### config.mk
export PLATFORM = sky130hd
export DESIGN_NAME = fifo_uart_tx
export DESIGN_NICKNAME = d
export VERILOG_FILES = /design/src/rtl/fifo_uart_pkg.sv /design/src/rtl/fifo_uart_tx_bit_timer.sv /design/src/rtl/fifo_uart_tx.sv
export SDC_FILE = /design/constraint.sdc
export NUM_CORES = 1
export LEC_CHECK = 0
export CORE_ASPECT_RATIO = 0.8
export CORE_MARGIN = 5
export CORE_UTILIZATION = 35
export DETAILED_ROUTE_END_ITERATION = 16
export SYNTH_ARGS = -nofsm -noshare
export SYNTH_HDL_FRONTEND = slang
export SYNTH_SLANG_ARGS = --single-unit
### constraint.sdc
create_clock -name clk -period 2.76 [get_ports clk]
set_clock_uncertainty 0.15 [all_clocks]
set_input_delay 0.276 -clock clk [delete_from_list [all_inputs] [get_ports clk]]
set_output_delay 0.276 -clock clk [all_outputs]
set_load 0.02 [all_outputs]
### src/rtl/fifo_uart_pkg.sv
// Shared definitions for the FIFO-draining serial transmitter: state
// encoding, default geometry and frame-length arithmetic.
package fifo_uart_pkg;

    typedef enum logic [1:0] {
        ST_IDLE  = 2'd0,
        ST_START = 2'd1,
        ST_DATA  = 2'd2,
        ST_STOP  = 2'd3
    } tx_state_e;

    localparam int unsigned DATA_BITS_DEF    = 32'd8;
    localparam int unsigned CLKS_PER_BIT_DEF = 32'd16;
    localparam int unsigned STOP_BITS_DEF    = 32'd1;
    localparam int unsigned TICK_W_DEF       = $clog2(CLKS_PER_BIT_DEF);
    localparam int unsigned BIT_W_DEF        = $clog2(DATA_BITS_DEF);

    // Cycles from the first start-bit cycle to the last stop-bit cycle.
    function automatic int unsigned frame_cycles(input int unsigned data_bits,
                                                 input int unsigned clks_per_bit,
                                                 input int unsigned stop_bits);
        return (32'd1 + data_bits + stop_bits) * clks_per_bit;
    endfunction

endpackage

### src/rtl/fifo_uart_tx_bit_timer.sv
// Per-bit tick counter: counts 0..CLKS_PER_BIT-1 while a frame runs and
// flags the final cycle of each serial bit.
module bit_timer
    import fifo_uart_pkg::*;
#(
    parameter int unsigned CLKS_PER_BIT = CLKS_PER_BIT_DEF
) (
    input  logic clk,
    input  logic reset,
    input  logic clr_i,
    input  logic run_i,
    output logic bit_end_o
);

    localparam int unsigned       TICK_W   = $clog2(CLKS_PER_BIT);
    localparam logic [TICK_W-1:0] TICK_MAX = TICK_W'(CLKS_PER_BIT - 32'd1);

    logic [TICK_W-1:0] tick_q;
    logic [TICK_W-1:0] tick_d;

    // Next tick value: cleared on a pop or while idle, wraps at the bit end.
    always_comb begin
        tick_d = tick_q;
        if (clr_i) begin
            tick_d = '0;
        end else if (!run_i) begin
            tick_d = '0;
        end else if (tick_q == TICK_MAX) begin
            tick_d = '0;
        end else begin
            tick_d = tick_q + TICK_W'(1);
        end
    end

    // Tick counter register.
    always_ff @(posedge clk or posedge reset) begin
        if (reset) begin
            tick_q <= '0;
        end else begin
            tick_q <= tick_d;
        end
    end

    assign bit_end_o = (tick_q == TICK_MAX);

endmodule

### src/rtl/fifo_uart_tx.sv
// Serial transmit stage draining a first-word-fall-through FIFO: pops one
// word per frame and shifts it out as start / data LSB-first / stop bits.
module fifo_uart_tx
    import fifo_uart_pkg::*;
#(
    parameter int unsigned DATA_BITS    = DATA_BITS_DEF,
    parameter int unsigned CLKS_PER_BIT = CLKS_PER_BIT_DEF,
    parameter int unsigned STOP_BITS    = STOP_BITS_DEF
) (
    input  logic                 clk,
    input  logic                 reset,
    input  logic                 tx_en_i,
    input  logic                 fifo_empty_i,
    input  logic [DATA_BITS-1:0] fifo_rdata_i,
    output logic                 fifo_rd_o,
    output logic                 tx_o,
    output logic                 busy_o,
    output logic                 tx_done_tick_o
);

    localparam int unsigned      BIT_W     = $clog2(DATA_BITS);
    localparam logic [BIT_W-1:0] BIT_LAST  = BIT_W'(DATA_BITS - 32'd1);
    localparam logic             STOP_LAST = (STOP_BITS == 32'd2) ? 1'b1 : 1'b0;

    tx_state_e            state_q;
    logic [DATA_BITS-1:0] shift_q;
    logic [BIT_W-1:0]     bit_cnt_q;
    logic                 stop_cnt_q;
    logic                 tx_q;
    logic                 busy_q;

    logic                 bit_end_s;
    logic                 last_stop_s;
    logic                 pop_s;
    logic [DATA_BITS-1:0] shift_next_s;

    bit_timer #(
        .CLKS_PER_BIT (CLKS_PER_BIT)
    ) u_bit_timer (
        .clk       (clk),
        .reset     (reset),
        .clr_i     (pop_s),
        .run_i     (state_q != ST_IDLE),
        .bit_end_o (bit_end_s)
    );

    // The pop is Mealy so a waiting word is taken in the very cycle the
    // final stop bit ends, giving gapless back-to-back frames.
    assign last_stop_s  = (state_q == ST_STOP) && bit_end_s && (stop_cnt_q == STOP_LAST);
    assign pop_s        = tx_en_i && !fifo_empty_i && ((state_q == ST_IDLE) || last_stop_s);
    assign shift_next_s = shift_q >> 1;

    // Frame sequencer with registered line, busy flag, shifter and counters.
    always_ff @(posedge clk or posedge reset) begin
        if (reset) begin
            state_q    <= ST_IDLE;
            shift_q    <= '0;
            bit_cnt_q  <= '0;
            stop_cnt_q <= 1'b0;
            tx_q       <= 1'b1;
            busy_q     <= 1'b0;
        end else if (pop_s) begin
            state_q    <= ST_START;
            shift_q    <= fifo_rdata_i;
            bit_cnt_q  <= '0;
            stop_cnt_q <= 1'b0;
            tx_q       <= 1'b0;
            busy_q     <= 1'b1;
        end else begin
            case (state_q)
                ST_IDLE: begin
                    tx_q   <= 1'b1;
                    busy_q <= 1'b0;
                end
                ST_START: begin
                    if (bit_end_s) begin
                        state_q   <= ST_DATA;
                        bit_cnt_q <= '0;
                        tx_q      <= shift_q[0];
                    end
                end
                ST_DATA: begin
                    if (bit_end_s) begin
                        shift_q <= shift_next_s;
                        if (bit_cnt_q == BIT_LAST) begin
                            state_q    <= ST_STOP;
                            stop_cnt_q <= 1'b0;
                            tx_q       <= 1'b1;
                        end else begin
                            bit_cnt_q <= bit_cnt_q + BIT_W'(1);
                            tx_q      <= shift_next_s[0];
                        end
                    end
                end
                ST_STOP: begin
                    if (bit_end_s) begin
                        if (stop_cnt_q == STOP_LAST) begin
                            state_q    <= ST_IDLE;
                            stop_cnt_q <= 1'b0;
                            tx_q       <= 1'b1;
                            busy_q     <= 1'b0;
                        end else begin
                            stop_cnt_q <= 1'b1;
                        end
                    end
                end
                default: begin
                    state_q <= ST_IDLE;
                    tx_q    <= 1'b1;
                    busy_q  <= 1'b0;
                end
            endcase
        end
    end

    assign fifo_rd_o      = pop_s;
    assign tx_o           = tx_q;
    assign busy_o         = busy_q;
    assign tx_done_tick_o = last_stop_s;

endmodule

==> results of run 1 <==
==> what timing repair did <==
item,CTS,global route
setup endpoints to repair,1,0
gates resized for setup,2,0
buffers inserted,0,0
==> metal layers <==
metal | vias to the layer above | track usage [%]
li1 | 391 | -
met1 | 367 | 14.1
met2 | 14 | 19.1
met3 | 2 | 3.05
met4 | 0 | 4.02
met5 | - | 0
==> kinds of logic after synthesis <==
kind of cell / after synthesis
mux: 1
simple gates: 27
compound gates: 31
buf+inv: 9
flops: 19
xor+xnor: 1
fa+ha+maj: 8
==> how the worst max path moves through the flow <==
stage	startpoint	to	cells after the start
floorplan	state_q[0]	fifo_rd_o	6
global placement	state_q[0]	fifo_rd_o	6
detailed placement	state_q[0]	fifo_rd_o	6
CTS	state_q[0]	fifo_rd_o	6
global route	state_q[0]	fifo_rd_o	6
finish	state_q[0]	fifo_rd_o	6
==> synthesized netlist by cell type (all sizes together), types with 2 or more instances <==
| cell type | count |
|---|---|
| nand4 | 2 |
| nor2 | 14 |
| a2bb2oi | 6 |
| inv | 6 |
| o21ai | 2 |
| ha | 8 |
| a21oi | 3 |
| nand2 | 2 |
| a22oi | 2 |
| clkbuf | 2 |
| o22ai | 8 |
| dfrtp | 18 |
| nand3 | 2 |
==> stage by stage <==
stage / hold WS [ns] / setup WS (ns) / cell area (sq um)
6_report: 0.279 / 0.228 / 1300
5_1_grt: 0.381 / 0.125 / 1300
3_5_place_dp: 0.345 / 0.182 / 1250
3_3_place_gp: 0.328 / 0.216 / 1250
2_1_floorplan: 0.0764 / 0.845 / 1070
4_1_cts: 0.305 / 0.223 / 1300
==> critical path, stage by stage, from the launching register on <==
cell                            delay [ns]
sky130_fd_sc_hd__dfrtp_1              0.42
sky130_fd_sc_hd__inv_1                0.12
sky130_fd_sc_hd__ha_2                 0.26
sky130_fd_sc_hd__nor2_2               0.07
sky130_fd_sc_hd__or3_4                0.43
sky130_fd_sc_hd__nor2_8               0.19
sky130_fd_sc_hd__dlygate4sd2_1        0.35
==> power breakdown <==
part | internal [W] | switching (W) | total (W) | leakage [nW]
registers | 0.000419 | 0.000107 | 0.000526 | 0.218
clock network | 0.000101 | 0.0000876 | 0.000189 | 0.0217
logic | 0.000286 | 0.000319 | 0.000605 | 0.319
==> final cells by class <==
cell class	count	area (sq um)
Sequential cell	19	477
Timing Repair Buffer	15	149
Clock inverter	1	7.51
Fill cell	304	1720
Inverter	6	22.5
Multi-Input combinational cell	68	552
Clock buffer	3	41.3
Tap cell	40	50.0
==> state kept, by name, summed over array words and instances (netlist names) <==
| name | cells |
|---|---|
| shift_q | 8 |
| u_bit_timer.tick_q | 4 |
| bit_cnt_q | 3 |
| state_q | 2 |
| busy_o | 1 |
| tx_o | 1 |
==> impl_metrics.prom, run 1 <==
# TYPE chip_impl_metric gauge
chip_impl_metric{name="synth_sequential_area_ratio",unit="%"} 44.6
chip_impl_metric{name="drt_wl_total",unit="mm"} 2.04
chip_impl_info{name="holdCritPathClass",value="input pin to asynchronous set/reset pin"} 1
chip_impl_metric{name="p_per_area",unit="nW/um^2"} 1020
chip_impl_info{name="kind_of_end_point_of_the_critical_path",value="primary output"} 1
chip_impl_info{name="dr.max_layer_used",value="met4"} 1
chip_impl_metric{name="post_cts_hold_buffer_count",unit=""} 0
chip_impl_metric{name="total_number_of_placement_rows",unit=""} 18
chip_impl_metric{name="synth.ff_latch_count",unit=""} 19
chip_impl_metric{name="ys_types",unit=""} 39
chip_impl_metric{name="floorplan.core_area",unit="sq um"} 3020
chip_impl_metric{name="synthSimpleGateAreaFrac",unit="%"} 14.3
chip_impl_metric{name="post_synth_instance_area",unit="sq um"} 1070
chip_impl_metric{name="post_route_drc",unit=""} 0
chip_impl_metric{name="floorplan.die_area",unit="sq um"} 4260
chip_impl_metric{name="start_util",unit="%"} 35.4
chip_impl_metric{name="synthesis.nets",unit=""} 116
chip_impl_metric{name="buffer_ports.inserted",unit=""} 15
chip_impl_metric{name="gp_congestion",unit=""} 0.811
chip_impl_metric{name="globalRouteOverflowTotal",unit=""} 0
chip_impl_metric{name="clock_buffer_count_from_cts",unit=""} 3
chip_impl_metric{name="vias_after_detailed_routing",unit=""} 774
chip_impl_metric{name="drtPass1Iterations",unit=""} 4
chip_impl_metric{name="power.static_leakage",unit="nW"} 0.559
chip_impl_metric{name="setup-tns-final",unit="ns"} 0
chip_impl_metric{name="relSlewSlack",unit="%"} 54.3
chip_impl_metric{name="boundaryPins",unit=""} 16
chip_impl_info{name="synth_top_cells_by_area",value="sky130_fd_sc_hd__dfrtp_1 42%, sky130_fd_sc_hd__ha_1 9.4%, sky130_fd_sc_hd__a2bb2oi_1 4.9%"} 1
chip_impl_info{name="timing.rr.end",value="state_q[0]"} 1
chip_impl_info{name="startpoint_type",value="register"} 1
chip_impl_metric{name="reg2reg_depth",unit=""} 5
chip_impl_info{name="setup.worst_path.class",value="register to primary output"} 1
chip_impl_metric{name="flow.area_growth_from_synthesis",unit="%"} 21.5
chip_impl_metric{name="cts.reportedPaths.clkPinSlew",unit="ns"} 0.07
chip_impl_metric{name="grt_pass1_wl",unit="mm"} 3.79
chip_impl_metric{name="max-clock-path-buffers",unit=""} 2
chip_impl_info{name="rsz0062_at_grt",value="no"} 1
chip_impl_metric{name="final_core_util",unit="%"} 43.0
chip_impl_metric{name="synth-edff-count",unit=""} 0
chip_impl_metric{name="synth_fa_ha_area_share",unit="%"} 9.37
chip_impl_metric{name="synth_xor_area_share",unit="%"} 0.820
chip_impl_metric{name="dp_cells",unit=""} 148
chip_impl_metric{name="cts_sinks",unit=""} 19
chip_impl_metric{name="worst_ep_arrival_time",unit="ns"} 2.11
chip_impl_metric{name="critPathMaxFanout",unit=""} 11
chip_impl_metric{name="total_length_of_routed_met3_wires",unit="um"} 80
chip_impl_metric{name="tightestPinTransition",unit="ns"} 0.684
chip_impl_metric{name="post-dp-hpwl",unit="mm"} 1.65
chip_impl_metric{name="muxShareOfSynthArea",unit="%"} 0.937
chip_impl_metric{name="antenna_found_initial",unit=""} 0
chip_impl_metric{name="grt_pass1_vias",unit=""} 848
chip_impl_metric{name="fmaxAchievable",unit="GHz"} 0.395
chip_impl_info{name="layout.cells.most_common_list",value="18 x sky130_fd_sc_hd__dfrtp_1, 14 x sky130_fd_sc_hd__clkdlybuf4s50_1, 11 x sky130_fd_sc_hd__nor2_1"} 1
chip_impl_metric{name="chipWidth",unit="um"} 71.8
chip_impl_metric{name="instances_no_fill",unit=""} 152
chip_impl_metric{name="met2_length",unit="um"} 989
chip_impl_metric{name="worstSkewPairLatency",unit="ns"} 0.25
chip_impl_metric{name="final_number_of_setup_violating_endpoints",unit=""} 0
chip_impl_metric{name="required",unit="ns"} 2.33
chip_impl_info{name="layout.cells.most_common",value="sky130_fd_sc_hd__dfrtp_1"} 1
chip_impl_metric{name="postSynth.asyncResetShare",unit="%"} 100
chip_impl_metric{name="timing_hold_violations_final",unit=""} 0
chip_impl_metric{name="grt_use_total",unit="%"} 11.4
chip_impl_metric{name="final_nets",unit=""} 133
chip_impl_metric{name="wire_length_on_met1",unit="um"} 944
chip_impl_metric{name="first_iter_violations",unit=""} 19
chip_impl_metric{name="rrSetupSlack",unit="ns"} 0.72
chip_impl_metric{name="synth-warning-count",unit=""} 0
chip_impl_metric{name="postRouteAntennaNets",unit=""} 0
chip_impl_info{name="synth.largest_area_cell",value="sky130_fd_sc_hd__dfrtp_1"} 1
chip_impl_metric{name="vias_per_cell",unit=""} 5.09
chip_impl_metric{name="num_antenna_cells",unit=""} 0
chip_impl_metric{name="fp.dieH",unit="um"} 59.4
chip_impl_metric{name="drt-wirelength-per-cell",unit="um"} 13.4
chip_impl_metric{name="grt_start_max_net_pins",unit=""} 20
chip_impl_info{name="outcome",value="finished, final reports clean"} 1
chip_impl_info{name="largest_family_of_logic_cells_by_synthesized_area",value="compound AO/OA/AOI/OAI gates"} 1
chip_impl_metric{name="syn_avg_cell_area",unit="sq um"} 11.1
chip_impl_info{name="timing.rr.start",value="state_q[0]"} 1
chip_impl_info{name="ctsRootBufferMaster",value="sky130_fd_sc_hd__clkbuf_8"} 1
chip_impl_info{name="main_flop_type_after_synthesis",value="sky130_fd_sc_hd__dfrtp_1"} 1
chip_impl_metric{name="post-layout-total-power",unit="W"} 0.00132
chip_impl_info{name="tritoncts",value="yes"} 1
chip_impl_metric{name="final_min_period_over_clock_period",unit="%"} 91.8
chip_impl_metric{name="finalMaxSlewViolations",unit=""} 0
chip_impl_metric{name="worst_ir_drop_vdd",unit="V"} 0.000420
chip_impl_metric{name="drive_above_1_share",unit="%"} 14.3
chip_impl_metric{name="postSynthCellCount",unit=""} 96
chip_impl_metric{name="synth-compound-area-share",unit="%"} 26.0
chip_impl_metric{name="ctsHtreeMaxLevel",unit=""} 1
chip_impl_metric{name="final.min_clock_period",unit="ns"} 2.53
chip_impl_metric{name="synth_largest_type_area_fraction",unit="%"} 42.2
chip_impl_metric{name="max_cap_violations",unit=""} 0
Power figures use the tool's default switching activity.
==> run 2, diff against run 1 <==
--- a/config.mk
+++ b/config.mk
@@ -6,7 +6,6 @@
 export NUM_CORES = 1
 export LEC_CHECK = 0
 export CORE_ASPECT_RATIO = 0.8
-export CORE_MARGIN = 5
 export CORE_UTILIZATION = 35
 export DETAILED_ROUTE_END_ITERATION = 16
 export SYNTH_ARGS = -nofsm -noshare
==> run 2 against run 1 <==
  * Clock power rose by 2%
  * Setup slack improved by 0.13 ns
  * Routed wire length rose by 8.5%
  * Clock-buffer cell count rose by 1
  * Flip-flop and latch count did not move
  * Core utilization rose by 3.1 points
  * Register-to-register slack barely moved
  * Global-route usage rose by 4.5 points
  * Combinational power rose by 2%
==> impl_metrics.prom, run 2 (synthesis gave the netlist of run 1 again) <==
# TYPE chip_impl_metric gauge
chip_impl_metric{name="post-dp-hpwl",unit="mm"} 1.70
chip_impl_metric{name="grt_pass1_wl",unit="mm"} 3.87
chip_impl_info{name="reg_top3",value="shift_q: 8 flops, u_bit_timer.tick_q: 4 flops, bit_cnt_q: 3 flops"} 1
chip_impl_metric{name="critical_path_depth",unit=""} 4
chip_impl_metric{name="first_iter_violations",unit=""} 30
chip_impl_metric{name="floorplan.core_area",unit="sq um"} 2830
chip_impl_metric{name="max-clock-path-buffers",unit=""} 2
chip_impl_metric{name="crit_path_max_incr_delay",unit="ns"} 0.60
chip_impl_info{name="startpoint_type",value="register"} 1
chip_impl_metric{name="post_route_drc",unit=""} 0
chip_impl_metric{name="max_cap_violations",unit=""} 0
chip_impl_info{name="rsz0062_at_grt",value="no"} 1
chip_impl_metric{name="reg2reg_depth",unit=""} 6
chip_impl_metric{name="largest_register_ffs",unit=""} 8
chip_impl_metric{name="drt_wl_total",unit="mm"} 2.22
chip_impl_metric{name="num_antenna_cells",unit=""} 0
chip_impl_metric{name="grt_use_total",unit="%"} 15.9
chip_impl_info{name="holdCritPathClass",value="input pin to asynchronous set/reset pin"} 1
chip_impl_metric{name="start_util",unit="%"} 37.8
chip_impl_metric{name="power.internal",unit="W"} 0.000812
chip_impl_metric{name="clock_buffer_count_from_cts",unit=""} 3
chip_impl_metric{name="worst_ep_arrival_time",unit="ns"} 1.98
chip_impl_metric{name="final_min_period_over_clock_period",unit="%"} 87.0
chip_impl_metric{name="rrSetupSlack",unit="ns"} 0.71
chip_impl_metric{name="buffer_ports.inserted",unit=""} 15
chip_impl_metric{name="setup-tns-final",unit="ns"} 0
chip_impl_info{name="regMostFlops",value="shift_q"} 1
chip_impl_metric{name="final_number_of_setup_violating_endpoints",unit=""} 0
chip_impl_metric{name="post_cts_repair_resize_count",unit=""} 1
chip_impl_metric{name="p_clk_share",unit="%"} 14.4
chip_impl_metric{name="grt_start_max_net_pins",unit=""} 20
chip_impl_metric{name="cts.reportedPaths.clkPinSlew",unit="ns"} 0.07
chip_impl_info{name="tritoncts",value="yes"} 1
chip_impl_info{name="ctsRootBufferMaster",value="sky130_fd_sc_hd__clkbuf_8"} 1
chip_impl_metric{name="chipWidth",unit="um"} 63.8
chip_impl_info{name="timing.rr.end",value="shift_q[3]"} 1
chip_impl_metric{name="floorplan.die_area",unit="sq um"} 3280
chip_impl_metric{name="drive_above_1_share",unit="%"} 14.2
chip_impl_metric{name="seq_power_share",unit="%"} 39.7
chip_impl_metric{name="worstSkewPairLatency",unit="ns"} 0.26
chip_impl_metric{name="final.min_clock_period",unit="ns"} 2.40
chip_impl_metric{name="power.switching_fraction",unit="%"} 39.5
chip_impl_info{name="worst_setup_path_endpoint",value="tx_done_tick_o"} 1
chip_impl_metric{name="vias_after_detailed_routing",unit=""} 809
chip_impl_metric{name="required",unit="ns"} 2.33
chip_impl_metric{name="total_number_of_placement_rows",unit=""} 17
chip_impl_metric{name="p_per_area",unit="nW/um^2"} 1030
chip_impl_metric{name="gp_congestion",unit=""} 0.772
chip_impl_info{name="kind_of_end_point_of_the_critical_path",value="primary output"} 1
chip_impl_metric{name="fmaxAchievable",unit="GHz"} 0.416
chip_impl_info{name="critical_path_cell_list",value="ha_1, and3_1, and2_1, clkdlybuf4s50_1"} 1
chip_impl_metric{name="post_cts_hold_buffer_count",unit=""} 0
chip_impl_metric{name="relSlewSlack",unit="%"} 52.6
chip_impl_metric{name="critPathMaxFanout",unit=""} 6
chip_impl_metric{name="cts_sinks",unit=""} 19
chip_impl_metric{name="worst_ir_drop_vdd",unit="V"} 0.000573
chip_impl_metric{name="globalRouteOverflowTotal",unit=""} 0
chip_impl_metric{name="fp.dieH",unit="um"} 51.4
chip_impl_info{name="startpoint",value="u_bit_timer.tick_q[0]"} 1
chip_impl_info{name="setup.worst_path.class",value="register to primary output"} 1
chip_impl_metric{name="finalMaxSlewViolations",unit=""} 0
chip_impl_metric{name="critical_path_buf_inv_count",unit=""} 1
chip_impl_metric{name="antenna_found_initial",unit=""} 0
chip_impl_metric{name="tightestPinTransition",unit="ns"} 0.711
chip_impl_metric{name="drt-wirelength-per-cell",unit="um"} 14.7
chip_impl_info{name="timing.critical_path.slowest_stage_cell",value="sky130_fd_sc_hd__clkdlybuf4s50_1"} 1
chip_impl_metric{name="cts.repair_timing.setup_buffer_count",unit=""} 0
chip_impl_info{name="cp_top_family",value="buffers and inverters"} 1
chip_impl_metric{name="boundaryPins",unit=""} 16
chip_impl_info{name="layout.cells.most_common",value="sky130_fd_sc_hd__dfrtp_1"} 1
chip_impl_metric{name="final_nets",unit=""} 134
chip_impl_metric{name="timing_hold_violations_final",unit=""} 0
chip_impl_metric{name="power.static_leakage",unit="nW"} 0.579
chip_impl_metric{name="whs",unit="ns"} 0.286
chip_impl_metric{name="postRouteAntennaNets",unit=""} 0
chip_impl_metric{name="power.net_switching",unit="W"} 0.000529
chip_impl_metric{name="flow.area_growth_from_synthesis",unit="%"} 22.0
chip_impl_info{name="layout.cells.most_common_list",value="18 x sky130_fd_sc_hd__dfrtp_1, 14 x sky130_fd_sc_hd__clkdlybuf4s50_1, 11 x sky130_fd_sc_hd__nor2_1"} 1
chip_impl_metric{name="combPwrFrac",unit="%"} 46.0
chip_impl_metric{name="grt_pass1_vias",unit=""} 858
chip_impl_metric{name="drtPass1Iterations",unit=""} 4
chip_impl_metric{name="vias_per_cell",unit=""} 5.36
chip_impl_info{name="timing.rr.start",value="state_q[0]"} 1
chip_impl_metric{name="ctsHtreeMaxLevel",unit=""} 1
chip_impl_info{name="outcome",value="finished, final reports clean"} 1
==> run 2: cell count changes in the layout (fill, tap and decap cells not counted), sizes merged <==
cell	delta
dlymetal6s2s	+1
clkbuf	+1
buf	+1
dlygate4sd2	-1
clkinvlp	-1
==> run 2: worst min path at each step <==
stage                                  to  slack [ns]  cells past startpoint                   from
floorplan                    bit_cnt_q[0]        0.08                      1                  reset
global placement    u_bit_timer.tick_q[0]        0.33                      1  u_bit_timer.tick_q[0]
CTS                          bit_cnt_q[2]        0.32                      2                  reset
finish                         shift_q[1]        0.29                      2                  reset
detailed placement  u_bit_timer.tick_q[0]        0.35                      1  u_bit_timer.tick_q[0]
global route                   shift_q[2]        0.37                      2                  reset
==> run 2: per-stage QoR <==
stage	std cells	utilization, %	total power (W)	setup WS (ns)	area, sq um
2_1_floorplan	96	-	0.000989	0.845	1070
3_3_place_gp	147	44.3	0.00111	0.284	1250
3_5_place_dp	147	44.3	0.00114	0.262	1250
4_1_cts	151	46.0	0.00135	0.0282	1300
5_1_grt	151	46.1	0.00143	0.229	1300
6_report	151	46.1	0.00134	0.358	1300
==> run 2: power by group through the flow <==
stage / clock, W / combinational (W) / sequential [W]
2_1_floorplan: 0 / 0.000478 / 0.000512
3_3_place_gp: 0 / 0.000588 / 0.000527
3_5_place_dp: 0 / 0.000610 / 0.000532
4_1_cts: 0.000199 / 0.000619 / 0.000529
5_1_grt: 0.000210 / 0.000674 / 0.000548
6_report: 0.000193 / 0.000616 / 0.000532
==> run 2: metal layers <==
metal / global-route usage, % / part of all wire, % / vias up
met1: 19.6 / 49 / 392
met5: 0 / 0 / -
met2: 26.2 / 47 / 15
li1: - / - / 398
met3: 4.91 / 3.5 / 4
met4: 5.68 / 0.99 / 0
==> run 2: layout make-up <==
type,instances,area [sq um]
Fill cell,267,1530
Tap cell,38,47.5
Sequential cell,19,477
Timing Repair Buffer,16,160
Inverter,6,22.5
Multi-Input combinational cell,68,552
Clock buffer,4,45.0
